<file path="src/rtl/wb_port_arbiter_if.sv">
// -----------------------------------------------------------------------------
// wb_port_arbiter_if
//   Signal bundle around the register-file write-port arbiter.
//   slave  modport : the arbiter's view (pipeline/long-unit in, rf write out)
//   master modport : the surrounding core's view (drives pipeline/long-unit)
//   Signals:
//     wb_we_i/wb_dst_i/wb_data_i     pipeline writeback (MEM/WB stage)
//     lu_valid_i/lu_ready_o          long-unit result handshake
//     lu_dst_i/lu_data_i             long-unit result payload
//     rf_we_o/rf_addr_o/rf_wdata_o   register-file write port
//     stall_o                        freeze MEM/WB and upstream for one slot
//     pend_cnt_o                     buffered long-unit results
// -----------------------------------------------------------------------------
interface wb_port_arbiter_if #(
   parameter int DEPTH = 2,
   parameter int DW    = 32,
   parameter int AW    = 5
);
   logic                         wb_we_i;
   logic [AW-1:0]                wb_dst_i;
   logic [DW-1:0]                wb_data_i;
   logic                         lu_valid_i;
   logic                         lu_ready_o;
   logic [AW-1:0]                lu_dst_i;
   logic [DW-1:0]                lu_data_i;
   logic                         rf_we_o;
   logic [AW-1:0]                rf_addr_o;
   logic [DW-1:0]                rf_wdata_o;
   logic                         stall_o;
   logic [$clog2(DEPTH+1)-1:0]   pend_cnt_o;

   modport slave (
      input  wb_we_i, wb_dst_i, wb_data_i,
      input  lu_valid_i, lu_dst_i, lu_data_i,
      output lu_ready_o,
      output rf_we_o, rf_addr_o, rf_wdata_o,
      output stall_o, pend_cnt_o
   );

   modport master (
      output wb_we_i, wb_dst_i, wb_data_i,
      output lu_valid_i, lu_dst_i, lu_data_i,
      input  lu_ready_o,
      input  rf_we_o, rf_addr_o, rf_wdata_o,
      input  stall_o, pend_cnt_o
   );
endinterface

</file>
<file path="src/rtl/wb_port_arbiter.sv">
// -----------------------------------------------------------------------------
// wb_port_arbiter
//   Shares the single register-file write port between the in-order pipeline
//   writeback and a long-latency unit (mult/div). Pipeline writes win; long-unit
//   results queue in a small FIFO and drain into idle slots. If the FIFO head
//   waits MAX_WAIT cycles, stall_o steals one slot from the pipeline for it.
//
//   Ports:
//     clk  clock
//     rst  synchronous, active-high reset (drops all buffered results)
//     bus  wb_port_arbiter_if.slave (pipeline writeback, long-unit handshake,
//          register-file write port, stall_o, pend_cnt_o)
//
//   Build option:
//     WB_BYPASS_EN  when defined, a result accepted while the FIFO is empty and
//                   the port is free is written in the same cycle (latency 0)
//                   instead of being pushed.
// -----------------------------------------------------------------------------
module wb_port_arbiter #(
   parameter int DEPTH    = 2,
   parameter int MAX_WAIT = 4,
   parameter int DW       = 32,
   parameter int AW       = 5
) (
   input logic             clk,
   input logic             rst,
   wb_port_arbiter_if.slave bus
);
   localparam int PW = $clog2(DEPTH);
   localparam int CW = $clog2(DEPTH+1);
   localparam int WW = $clog2(MAX_WAIT+1);
   localparam logic [CW-1:0] DEPTH_C    = CW'(DEPTH);
   localparam logic [WW-1:0] MAX_WAIT_C = WW'(MAX_WAIT);

   logic [AW-1:0] dst_mem_r  [DEPTH];
   logic [DW-1:0] data_mem_r [DEPTH];
   logic [PW-1:0] rd_ptr_r;
   logic [PW-1:0] wr_ptr_r;
   logic [CW-1:0] count_r;
   logic [WW-1:0] wait_cnt_r;

   logic          empty_s;
   logic          full_s;
   logic          stall_s;
   logic          pipe_we_s;
   logic          lu_nz_s;
   logic          accept_s;
   logic          bypass_ok_s;
   logic          bypass_s;
   logic          push_s;
   logic          pop_s;
   logic          we_s;
   logic [AW-1:0] addr_s;
   logic [DW-1:0] wdata_s;

   assign empty_s   = (count_r == {CW{1'b0}});
   assign full_s    = (count_r == DEPTH_C);
   assign stall_s   = !empty_s && (wait_cnt_r >= MAX_WAIT_C);
   // A pipeline write to r0 is dropped, so it leaves the slot free.
   assign pipe_we_s = bus.wb_we_i && (bus.wb_dst_i != {AW{1'b0}});
   assign lu_nz_s   = (bus.lu_dst_i != {AW{1'b0}});
   assign accept_s  = !rst && bus.lu_valid_i && !full_s;

`ifdef WB_BYPASS_EN
   // Only reached in the grant when the FIFO is empty and the port is free.
   assign bypass_ok_s = accept_s && lu_nz_s;
`else
   assign bypass_ok_s = 1'b0;
`endif

   // r0 results are accepted but never stored; bypassed results skip the FIFO.
   assign push_s = accept_s && lu_nz_s && !bypass_s;

   // Write-port grant: starved head, then pipeline, then FIFO head, then bypass.
   always_comb begin
      we_s     = 1'b0;
      addr_s   = {AW{1'b0}};
      wdata_s  = {DW{1'b0}};
      pop_s    = 1'b0;
      bypass_s = 1'b0;
      if (rst) begin
         we_s = 1'b0;
      end else if (stall_s) begin
         we_s    = 1'b1;
         addr_s  = dst_mem_r[rd_ptr_r];
         wdata_s = data_mem_r[rd_ptr_r];
         pop_s   = 1'b1;
      end else if (pipe_we_s) begin
         we_s    = 1'b1;
         addr_s  = bus.wb_dst_i;
         wdata_s = bus.wb_data_i;
      end else if (!empty_s) begin
         we_s    = 1'b1;
         addr_s  = dst_mem_r[rd_ptr_r];
         wdata_s = data_mem_r[rd_ptr_r];
         pop_s   = 1'b1;
      end else if (bypass_ok_s) begin
         we_s     = 1'b1;
         addr_s   = bus.lu_dst_i;
         wdata_s  = bus.lu_data_i;
         bypass_s = 1'b1;
      end else begin
         we_s = 1'b0;
      end
   end

   // FIFO pointers, occupancy and the head starvation counter.
   always_ff @(posedge clk) begin
      if (rst) begin
         rd_ptr_r   <= {PW{1'b0}};
         wr_ptr_r   <= {PW{1'b0}};
         count_r    <= {CW{1'b0}};
         wait_cnt_r <= {WW{1'b0}};
      end else begin
         if (push_s) begin
            wr_ptr_r <= wr_ptr_r + PW'(1'b1);
         end
         if (pop_s) begin
            rd_ptr_r <= rd_ptr_r + PW'(1'b1);
         end
         case ({push_s, pop_s})
            2'b10:   count_r <= count_r + CW'(1'b1);
            2'b01:   count_r <= count_r - CW'(1'b1);
            default: count_r <= count_r;
         endcase
         // Counts only while the same entry sits at the head unserved.
         if (pop_s || empty_s) begin
            wait_cnt_r <= {WW{1'b0}};
         end else if (wait_cnt_r < MAX_WAIT_C) begin
            wait_cnt_r <= wait_cnt_r + WW'(1'b1);
         end else begin
            wait_cnt_r <= wait_cnt_r;
         end
      end
   end

   // FIFO payload storage; contents are don't-care while unoccupied.
   always_ff @(posedge clk) begin
      if (push_s) begin
         dst_mem_r[wr_ptr_r]  <= bus.lu_dst_i;
         data_mem_r[wr_ptr_r] <= bus.lu_data_i;
      end
   end

   assign bus.lu_ready_o = !rst && !full_s;
   assign bus.stall_o    = !rst && stall_s;
   assign bus.rf_we_o    = we_s;
   assign bus.rf_addr_o  = addr_s;
   assign bus.rf_wdata_o = wdata_s;
   assign bus.pend_cnt_o = count_r;
endmodule

</file>
<file path="src/flat_wrapper.sv">
// flat-port wrapper written by rule: the top's interface ports become plain ports
module wb_port_arbiter_flat 
#(
   parameter int DEPTH    = 2,
   parameter int MAX_WAIT = 4,
   parameter int DW       = 32,
   parameter int AW       = 5
)
  (clk, rst, bus_wb_we_i, bus_wb_dst_i, bus_wb_data_i, bus_lu_valid_i, bus_lu_dst_i, bus_lu_data_i, bus_lu_ready_o, bus_rf_we_o, bus_rf_addr_o, bus_rf_wdata_o, bus_stall_o, bus_pend_cnt_o);
  wb_port_arbiter_if #(.DEPTH(DEPTH), .DW(DW), .AW(AW)) bus_i ();
  input logic clk;
  input logic rst;
  input wire logic [$bits(bus_i.wb_we_i)-1:0] bus_wb_we_i;
  input wire logic [$bits(bus_i.wb_dst_i)-1:0] bus_wb_dst_i;
  input wire logic [$bits(bus_i.wb_data_i)-1:0] bus_wb_data_i;
  input wire logic [$bits(bus_i.lu_valid_i)-1:0] bus_lu_valid_i;
  input wire logic [$bits(bus_i.lu_dst_i)-1:0] bus_lu_dst_i;
  input wire logic [$bits(bus_i.lu_data_i)-1:0] bus_lu_data_i;
  output wire logic [$bits(bus_i.lu_ready_o)-1:0] bus_lu_ready_o;
  output wire logic [$bits(bus_i.rf_we_o)-1:0] bus_rf_we_o;
  output wire logic [$bits(bus_i.rf_addr_o)-1:0] bus_rf_addr_o;
  output wire logic [$bits(bus_i.rf_wdata_o)-1:0] bus_rf_wdata_o;
  output wire logic [$bits(bus_i.stall_o)-1:0] bus_stall_o;
  output wire logic [$bits(bus_i.pend_cnt_o)-1:0] bus_pend_cnt_o;
  assign bus_i.wb_we_i = bus_wb_we_i;
  assign bus_i.wb_dst_i = bus_wb_dst_i;
  assign bus_i.wb_data_i = bus_wb_data_i;
  assign bus_i.lu_valid_i = bus_lu_valid_i;
  assign bus_i.lu_dst_i = bus_lu_dst_i;
  assign bus_i.lu_data_i = bus_lu_data_i;
  assign bus_lu_ready_o = bus_i.lu_ready_o;
  assign bus_rf_we_o = bus_i.rf_we_o;
  assign bus_rf_addr_o = bus_i.rf_addr_o;
  assign bus_rf_wdata_o = bus_i.rf_wdata_o;
  assign bus_stall_o = bus_i.stall_o;
  assign bus_pend_cnt_o = bus_i.pend_cnt_o;
  wb_port_arbiter #(.DEPTH(DEPTH), .MAX_WAIT(MAX_WAIT), .DW(DW), .AW(AW)) u_core (.clk(clk), .rst(rst), .bus(bus_i));
endmodule
</file>
<file path="config.mk">
export PLATFORM = sky130hd
export DESIGN_NAME = wb_port_arbiter_flat
export DESIGN_NICKNAME = d
export VERILOG_FILES = /design/src/rtl/wb_port_arbiter_if.sv /design/src/rtl/wb_port_arbiter.sv /design/src/flat_wrapper.sv
export SDC_FILE = /design/constraint.sdc
export NUM_CORES = 1
export LEC_CHECK = 0
export CAP_MARGIN = 20
export CORE_MARGIN = 2
export CORE_UTILIZATION = 35
export DETAILED_ROUTE_END_ITERATION = 12
export GPL_ROUTABILITY_DRIVEN = 0
export PLACE_DENSITY_LB_ADDON = 0.12
export SETUP_SLACK_MARGIN = 0.1
export SKIP_LAST_GASP = 1
export SYNTH_ARGS = -nofsm -noshare
export SYNTH_HDL_FRONTEND = slang
export SYNTH_SLANG_ARGS = --single-unit
</file>
<file path="constraint.sdc">
create_clock -name clk -period 5.16 [get_ports clk]
set_clock_uncertainty 0.1 [all_clocks]
set_input_delay 0.516 -clock clk [delete_from_list [all_inputs] [get_ports clk]]
set_output_delay 0.516 -clock clk [all_outputs]
set_load 0.03 [all_outputs]
</file>
* After elaboration in Yosys (flattened, before gate mapping)
Memories as Yosys holds them, arrays and structs flattened. A register that Yosys moved wholly into a read port is not among the register bits.
Cells that the tools add are included.
** Storage, ports and cells
- Register bits after elaboration :: 7
- Bits of input ports :: 78
- Output and inout bits :: 42
- Memories :: 2
- RAM bits :: 74
- Word-level logic and storage cells :: 54
- Memory bits (read-only) :: 0
- Latch bits :: 0
** Memory list
- u_core.data_mem_r :: words 2, bits a word 32, read ports 1, clocked after Yosys merged registers in 1, write ports 1, line wb_port_arbiter.sv:36 : logic [DW-1:0] data_mem_r [DEPTH];
- u_core.dst_mem_r :: words 2, bits a word 5, read ports 1, clocked after Yosys merged registers in 1, write ports 1, line wb_port_arbiter.sv:35 : logic [AW-1:0] dst_mem_r [DEPTH];
** Cells by class
- Reductions and logical operators :: 16
- Multipliers :: 0
- Bitwise operators :: 0
- Equal/unequal tests :: 3
- Multiplexer cells :: 22
- Shifts and indexed selects :: 0
- Divide/modulo/power cells :: 0
- Add/subtract/negate cells :: 5
- Magnitude comparators :: 2
** Operator list (number)
- 32-bit two-way mux :: 4
- 5-bit two-way mux :: 4
- 1-bit two-way mux :: 13
- 5-bit nonzero test :: 2
- 1-bit logical AND :: 7
- 2-bit == test (second input constant) :: 2
- 2-bit case mux with 2 select lines :: 1
- 3-bit by 1-bit adder with 3-bit output (second input constant) :: 1
- 3-bit greater-or-equal comparator (second input constant) :: 1
- 1-bit zero test :: 3
- 3-bit less-than comparator (second input constant) :: 1
- 1-bit adder (second input constant) :: 2
- 2-bit by 1-bit adder with 2-bit output (second input constant) :: 1
- 2-bit by 1-bit == test with 1-bit output (second input constant) :: 1
- 2-bit zero test :: 1
- 2-bit nonzero test :: 1
- 2-bit OR reduction :: 1
- 2-bit by 1-bit subtractor with 2-bit output (second input constant) :: 1
- 1-bit logical OR :: 1

* Logic depth before layout (Yosys ltp)
Gate-level depths: netlist (run 1).
- Word-level depth :: 7
- Mapped depth :: 10
- Mapped depth without buffers :: 8

* Worst setup path before layout (run 1)
OpenSTA, ideal clock, no wires.
- Kind :: input -> register
- From :: in rst
- To :: mem u_core.data_mem_r[0][0], enable pin
- Arrival time :: 3167 ps
- Setup time :: 431 ps
- Required time :: 4629 ps
- Buffers on the path :: 1
- Slack :: 1461 ps
- Stages :: 4
- Cells stage by stage :: clkbuf_1 > a21oi_1 > o211ai_1 > nor2_1
** On the way
- Longest elaborated chain between the ends :: 6
** Ends and longest elaborated chain
- from (decl) :: line flat_wrapper.sv:12 : input logic rst;
- 1-bit zero test :: line wb_port_arbiter.sv:62 : assign accept_s = !rst && bus.lu_valid_i && !full_s;
- 1-bit logical AND (2 in series) :: line wb_port_arbiter.sv:62
- 1-bit logical AND :: line wb_port_arbiter.sv:72 : assign push_s = accept_s && lu_nz_s && !bypass_s;
- 1-bit two-way mux :: line wb_port_arbiter.sv:139 : if (push_s) begin
- 1-bit two-way mux (not written as such) :: line wb_port_arbiter.sv:141 : data_mem_r[wr_ptr_r] <= bus.lu_data_i;
- to (decl) :: line wb_port_arbiter.sv:36
Every way passes these cells.

* Worst setup path after layout (run 1)
- From :: in bus_wb_dst_i[0]
- To :: out bus_rf_wdata_o[4]
** On the way
- Longest elaborated chain between the ends :: 5
** Ends and longest elaborated chain
- from (decl) :: line flat_wrapper.sv:14 : input wire logic [$bits(bus_i.wb_dst_i)-1:0] bus_wb_dst_i;
- 5-bit nonzero test :: line wb_port_arbiter.sv:60 : assign pipe_we_s = bus.wb_we_i && (bus.wb_dst_i != {AW{1'b0}});
- 1-bit logical AND :: line wb_port_arbiter.sv:60
- 32-bit two-way mux :: line wb_port_arbiter.sv:88 : end else if (pipe_we_s) begin
- 32-bit two-way mux :: line wb_port_arbiter.sv:83 : end else if (stall_s) begin
- 32-bit two-way mux :: line wb_port_arbiter.sv:81 : if (rst) begin
- to (decl) :: line flat_wrapper.sv:22 : output wire logic [$bits(bus_i.rf_wdata_o)-1:0] bus_rf_wdata_o;
Every way passes these cells.

==> results of run 1 <==
==> worst paths after layout <==
kind / endpoint / slack (ns) / depth (start not counted)
max reg2reg: u_core.data_mem_r[1][18]$_DFFE_PP_ / 2.87 / 5
min reg2reg: u_core.wait_cnt_r[0]$_SDFFE_PP0N_ / 0.33 / 1
min: u_core.wait_cnt_r[0]$_SDFFE_PP0N_ / 0.33 / 1
max: bus_rf_wdata_o[4] / 1.37 / 7
==> cells in the final DEF, fill, tap and decap left out, types with 2 or more instances in the layout <==
| master | n |
|---|---|
| clkdlybuf4s50_1 | 119 |
| edfxtp_1 | 74 |
| mux2i_1 | 38 |
| o2bb2ai_1 | 22 |
| o2bb2ai_2 | 15 |
| clkbuf_8 | 9 |
| dfxtp_1 | 7 |
| nor2_1 | 5 |
| a21oi_1 | 3 |
| clkbuf_1 | 3 |
| o21ai_4 | 2 |
| inv_1 | 2 |
| nor2b_1 | 2 |
| nor2_4 | 2 |
| and3_1 | 2 |
| ha_1 | 2 |
| clkinvlp_4 | 2 |
| buf_16 | 2 |
| buf_4 | 2 |
==> registers in the layout, summed over array words and instances (netlist names), named ones only <==
| name | cells |
|---|---|
| u_core.data_mem_r | 64 |
| u_core.bus.pend_cnt_o | 2 |
| u_core.wr_ptr_r | 1 |
| u_core.wait_cnt_r | 3 |
| u_core.rd_ptr_r | 1 |
| u_core.dst_mem_r | 10 |
==> final cells by class <==
type,instances,area (µm²)
Fill cell,858,4660
Sequential cell,82,2380
Timing Repair Buffer,124,1280
Clock buffer,12,135
Tap cell,133,166
Multi-Input combinational cell,107,1060
Inverter,3,11.3
Clock inverter,4,28.8
==> through the flow <==
stage | hold WS [ns] | total power [W]
after CTS | 0.338 | 0.00151
after floorplan | 0.308 | 0.000963
after global placement | 0.331 | 0.00111
after global routing | 0.354 | 0.00156
final | 0.335 | 0.00149
after detailed placement | 0.328 | 0.00112
==> power groups by stage <==
| stage | Combinational [W] | Clock [W] | Sequential (W) |
|---|---|---|---|
| final | 0.000311 | 0.000393 | 0.000786 |
| after global routing | 0.000332 | 0.000436 | 0.000791 |
| after CTS | 0.000316 | 0.000406 | 0.000787 |
| after detailed placement | 0.000314 | 0 | 0.000802 |
| after global placement | 0.000304 | 0 | 0.000802 |
| after floorplan | 0.000171 | 0 | 0.000792 |
==> worst reg2reg max path: stages, from the launching register on <==
cell	delay (ns)
dfxtp_1	0.45
inv_1	0.06
a21oi_1	0.18
o211ai_1	0.31
nor2_4	0.63
buf_16	0.25
==> metal layers <==
metal  GRT usage [%]  share of wire (%)  up-vias
met5               0                  0        -
met3            3.45                4.4       16
met2            23.4                 47       75
met4            6.47                2.4        0
met1            17.6                 46     1049
li1                -                  -     1073
==> logic make-up (layout without fill, tap and decap cells) <==
| logic type | count (synthesis) | after routing | share of synthesized area (%) |
|---|---|---|---|
| flip-flops | 82 | 82 | 68.1 |
| AO/OA/AOI/OAI | 45 | 45 | 13.6 |
| AND/OR/NAND/NOR | 18 | 18 | 3.08 |
| buffers and inverters | 15 | 143 | 2.40 |
| XOR/XNOR | 2 | 2 | 0.501 |
| adder cells (fa/ha/maj) | 2 | 2 | 0.716 |
| multiplexers | 40 | 40 | 11.5 |
==> results.toml, run 1 <==
[die]
core_um2 = 9730
die_w_um = 104
io_pins = 120
die_h_um = 104
dieArea_um2 = 10800
start_util_pct = 35.9
core.rowCount = 36

[synthesis]
synth_top_flop_cell = "edfxtp_1"
syn_nets = 284
syn-cell-area_um2 = 3500
synth_top_area_cell = "edfxtp_1"
synth-edff-count = 74
synthTopCellsByArea = "edfxtp_1, mux2i_1, o2bb2ai_2"
netlist_instances = 204
async_flop_share_pct = 0
synth_top_cell_area_share_pct = 63.6
yosysMostFrequentCell = "edfxtp_1"
yosys-top-cells-count = "edfxtp_1, mux2i_1, o2bb2ai_1, o2bb2ai_2, dfxtp_1"
synth.avg_cell_area_um2 = 17.1
synthDistinctLibCells = 32
yosysSeqAreaShare_pct = 68.1
ys_ff_latch = 82
ys_warn_count = 0

[place]
post_dp_cell_area_um2 = 4900
dpl.hpwl_um = 5230
place.port_buffers = 119
placed_cells = 449
place_ws_ns = 1.34

[power_and_ir_drop]
sw_frac_of_total_pct = 26.6
peakVddDrop_mv = 0.126
switchingPower_w = 0.000397
clkPwrFrac_pct = 26.4
sequentialPowerShare_pct = 52.7
intPower_w = 0.00109
p_comb_share_pct = 20.9
leakagePower_nw = 1.60
powerDensity_nw_per_um2 = 294

[clock_network]
root_buffer = "clkbuf_8"
cts_num_sinks = 82
tritoncts = "yes"
cts_resized = 0
cts_buffers = 9
ctsLongestPathBuffers = 2
cts_hold_buf = 0
htreeDepth = 3
postCtsSetupBuffers = 0
clkLatencyLatePin_ns = 0.34
clkTransAtPathRegs_ns = 0.07

[setup_path]
critPathTopFamily = "buffers and inverters"
crit_type = "primary input to output pin"
crit_start = "bus_wb_dst_i[0]"
worst_ep_arrival_time_ns = 3.18
critPathMaxFanout = 22
regToRegStartpoint = "u_core.bus.pend_cnt_o[0]$_SDFFE_PP0P_"
max_stage_delay_ns = 0.70
worstPathCellList = "clkdlybuf4s50_1, or4_4, o21ai_4, o21ai_4, buf_4, o2bb2ai_1, clkdlybuf4s50_1"
end_kind = "output pin"
cp_num_buf_inv = 3
required_ns = 4.54
cp-start-kind = "primary input"
slowest_stage = "clkdlybuf4s50_1"

[global_route]
grt-ovfl-total = 0
first_global_vias = 2360
grt_pass1_wl_um = 12000
grt_max_degree = 23
grt_usage_pct = 14.2
antenna_found_initial = 0

[detailed_routing]
drc_errors = 0
drt_iter0_drc = 51
wirelength_um = 7540
wire_per_inst_um = 16.2
drt-vias-per-instance = 4.76
vias = 2213
firstDrtPassIters = 4
ant_nets = 0

[sta]
slew_headroom_pct = 37.7
clock.fmax_mhz = 264
setup_tns_ns = 0
worstMarginPinSlew_ns = 0.932
period_needed_ns = 3.79
hold_viol = 0
period_share_pct = 73.5
setup_violations = 0
slew_violations = 0
rsz0062_at_grt = "false"
finalWorstSetupSlack_ns = 1.37

[hold_path]
hold_path_class = "register to register"
min_from = "u_core.wait_cnt_r[0]$_SDFFE_PP0N_"

[final_layout]
drive_gt1_share_pct = 12.7
stdcell_area_um2 = 5060
fin_util_pct = 52.1
nNetsFinal = 407
antenna_cells = 0
layout.cells.non_filler = 465
syn_to_final_growth_pct = 44.9

[outcome]
run_status = "completed"

[job]
cap_violations = 0
(Power assumes the default switching activity.)
==> run 2, diff against run 1 <==
==> constraint.sdc (replaced) <==
create_clock -name clk -period 3.13 [get_ports clk]
set_clock_uncertainty 0.1 [all_clocks]
set_input_delay 0.313 -clock clk [delete_from_list [all_inputs] [get_ports clk]]
set_output_delay 0.313 -clock clk [all_outputs]
set_load 0.03 [all_outputs]
==> run 2 against run 1 <==
Compared with the run above: setup slack lost 1.1 ns; flip-flop and latch count is the same; non-clock buffer count grew 5; global-route usage shrank 0.19 points; core utilization shrank 0.46 points; count of clock-buffer cells in the layout shrank 3; die area is the same; sequential share of layout area grew 0.42 points; first-iteration DRC count grew 53%.
==> results.toml, run 2 (same netlist as run 1, synthesis figures left out) <==
[sta]
period_share_pct = 91.6
setup_violations = 0
rsz0062_at_grt = "false"
worstMarginPinSlew_ns = 0.762
slew_headroom_pct = 49.0
slew_violations = 0
hold_viol = 0
clock.fmax_mhz = 349
period_needed_ns = 2.87
setup_tns_ns = 0

[setup_path]
required_ns = 2.72
critPathMaxFanout = 23
cp-start-kind = "primary input"
end_kind = "output pin"
crit_type = "primary input to output pin"
worst_ep_arrival_time_ns = 2.45

[clock_network]
root_buffer = "clkbuf_8"
clkLatencyLatePin_ns = 0.34
cts_resized = 13
tritoncts = "yes"
cts_num_sinks = 82
cts_buffers = 9
postCtsSetupBuffers = 0
htreeDepth = 3
clkTransAtPathRegs_ns = 0.07
ctsLongestPathBuffers = 2
cts_hold_buf = 0

[place]
dpl.hpwl_um = 5050
post_dp_cell_area_um2 = 4840
place.port_buffers = 119

[detailed_routing]
wirelength_um = 7420
drt-vias-per-instance = 4.77
ant_nets = 0
vias = 2241
drc_errors = 0
firstDrtPassIters = 4
wire_per_inst_um = 15.8
drt_iter0_drc = 78

[die]
die_w_um = 104
die_h_um = 104
dieArea_um2 = 10800
io_pins = 120
core_um2 = 9730
start_util_pct = 35.9
core.rowCount = 36

[final_layout]
largest_reg_flops = 64
drive_gt1_share_pct = 21.1
syn_to_final_growth_pct = 43.6
nNetsFinal = 412
layout_common_cells = "clkdlybuf4s50_1, edfxtp_1, mux2i_1"
reg_top3 = "u_core.data_mem_r (64), u_core.dst_mem_r (10), u_core.wait_cnt_r (3)"
layout_commonest_cell = "clkdlybuf4s50_1"
antenna_cells = 0
max_flop_register = "u_core.data_mem_r"
stdcell_area_um2 = 5020

[global_route]
first_global_vias = 2222
grt_most_used_layer = "met2"
grt_pass1_wl_um = 11700
met3_usage_pct = 3.82
grt_max_degree = 25
grt_usage_pct = 14.0
met1_usage_pct = 18.9
antenna_found_initial = 0
grt-ovfl-total = 0
grt_use_met2_pct = 21.5

[power_and_ir_drop]
powerDensity_nw_per_um2 = 504
leakagePower_nw = 1.74
peakVddDrop_mv = 0.232

[hold_path]
hold_path_class = "register to register"

[job]
cap_violations = 0

[outcome]
run_status = "completed"
## run 2: area by class of cell
| class | instances | area (µm²) |
|---|---|---|
| Tap cell | 133 | 166 |
| Sequential cell | 82 | 2380 |
| Timing Repair Buffer | 129 | 1210 |
| Multi-Input combinational cell | 107 | 1060 |
| Inverter | 3 | 11.3 |
| Clock inverter | 7 | 68.8 |
| Fill cell | 861 | 4710 |
| Clock buffer | 9 | 124 |
## run 2: report_power, final
group          total (W)  switching, W  leakage (nW)  internal [W]
logic           0.000497      0.000260         0.894      0.000237
clock network   0.000743      0.000376        0.0987      0.000367
registers        0.00129     0.0000351         0.744       0.00126
total            0.00253      0.000671          1.74       0.00186
## run 2: worst paths after layout
path	from	endpoint	slack, ns	cells after the start
max	bus_wb_dst_i[0]	bus_rf_wdata_o[7]	0.26	7
min	u_core.wait_cnt_r[0]$_SDFFE_PP0N_	u_core.wait_cnt_r[0]$_SDFFE_PP0N_	0.34	1
max reg2reg	u_core.bus.pend_cnt_o[0]$_SDFFE_PP0P_	u_core.bus.pend_cnt_o[1]$_SDFFE_PP0P_	0.72	8
min reg2reg	u_core.wait_cnt_r[0]$_SDFFE_PP0N_	u_core.wait_cnt_r[0]$_SDFFE_PP0N_	0.34	1
## run 2: critical path: stages
cell and delay (ns):
clkdlybuf4s50_1 0.48, or4_4 0.14, o21ai_4 0.09, nor3_4 0.64
buf_4 0.43, o2bb2ai_1 0.16, buf_4 0.18
## run 2: per-layer routing
layer  vias up  share of wire, %
met1      1080                47
li1       1081                 -
met5         -                 0
met2        70                46
met3        10               5.1
met4         0               1.3
## run 2: per-stage QoR
step           cells  power (W)  utilization [%]  hold WS (ns)  setup slack (ns)
2_1_floorplan    204    0.00159                -         0.308            0.0317
5_1_grt          470    0.00264             51.6         0.359             0.129
6_report         470    0.00253             51.6         0.339             0.263
3_5_place_dp     454    0.00183             49.8         0.326            0.0520
3_3_place_gp     454    0.00182             49.8         0.329             0.103
4_1_cts          470    0.00256             51.6         0.338             0.101
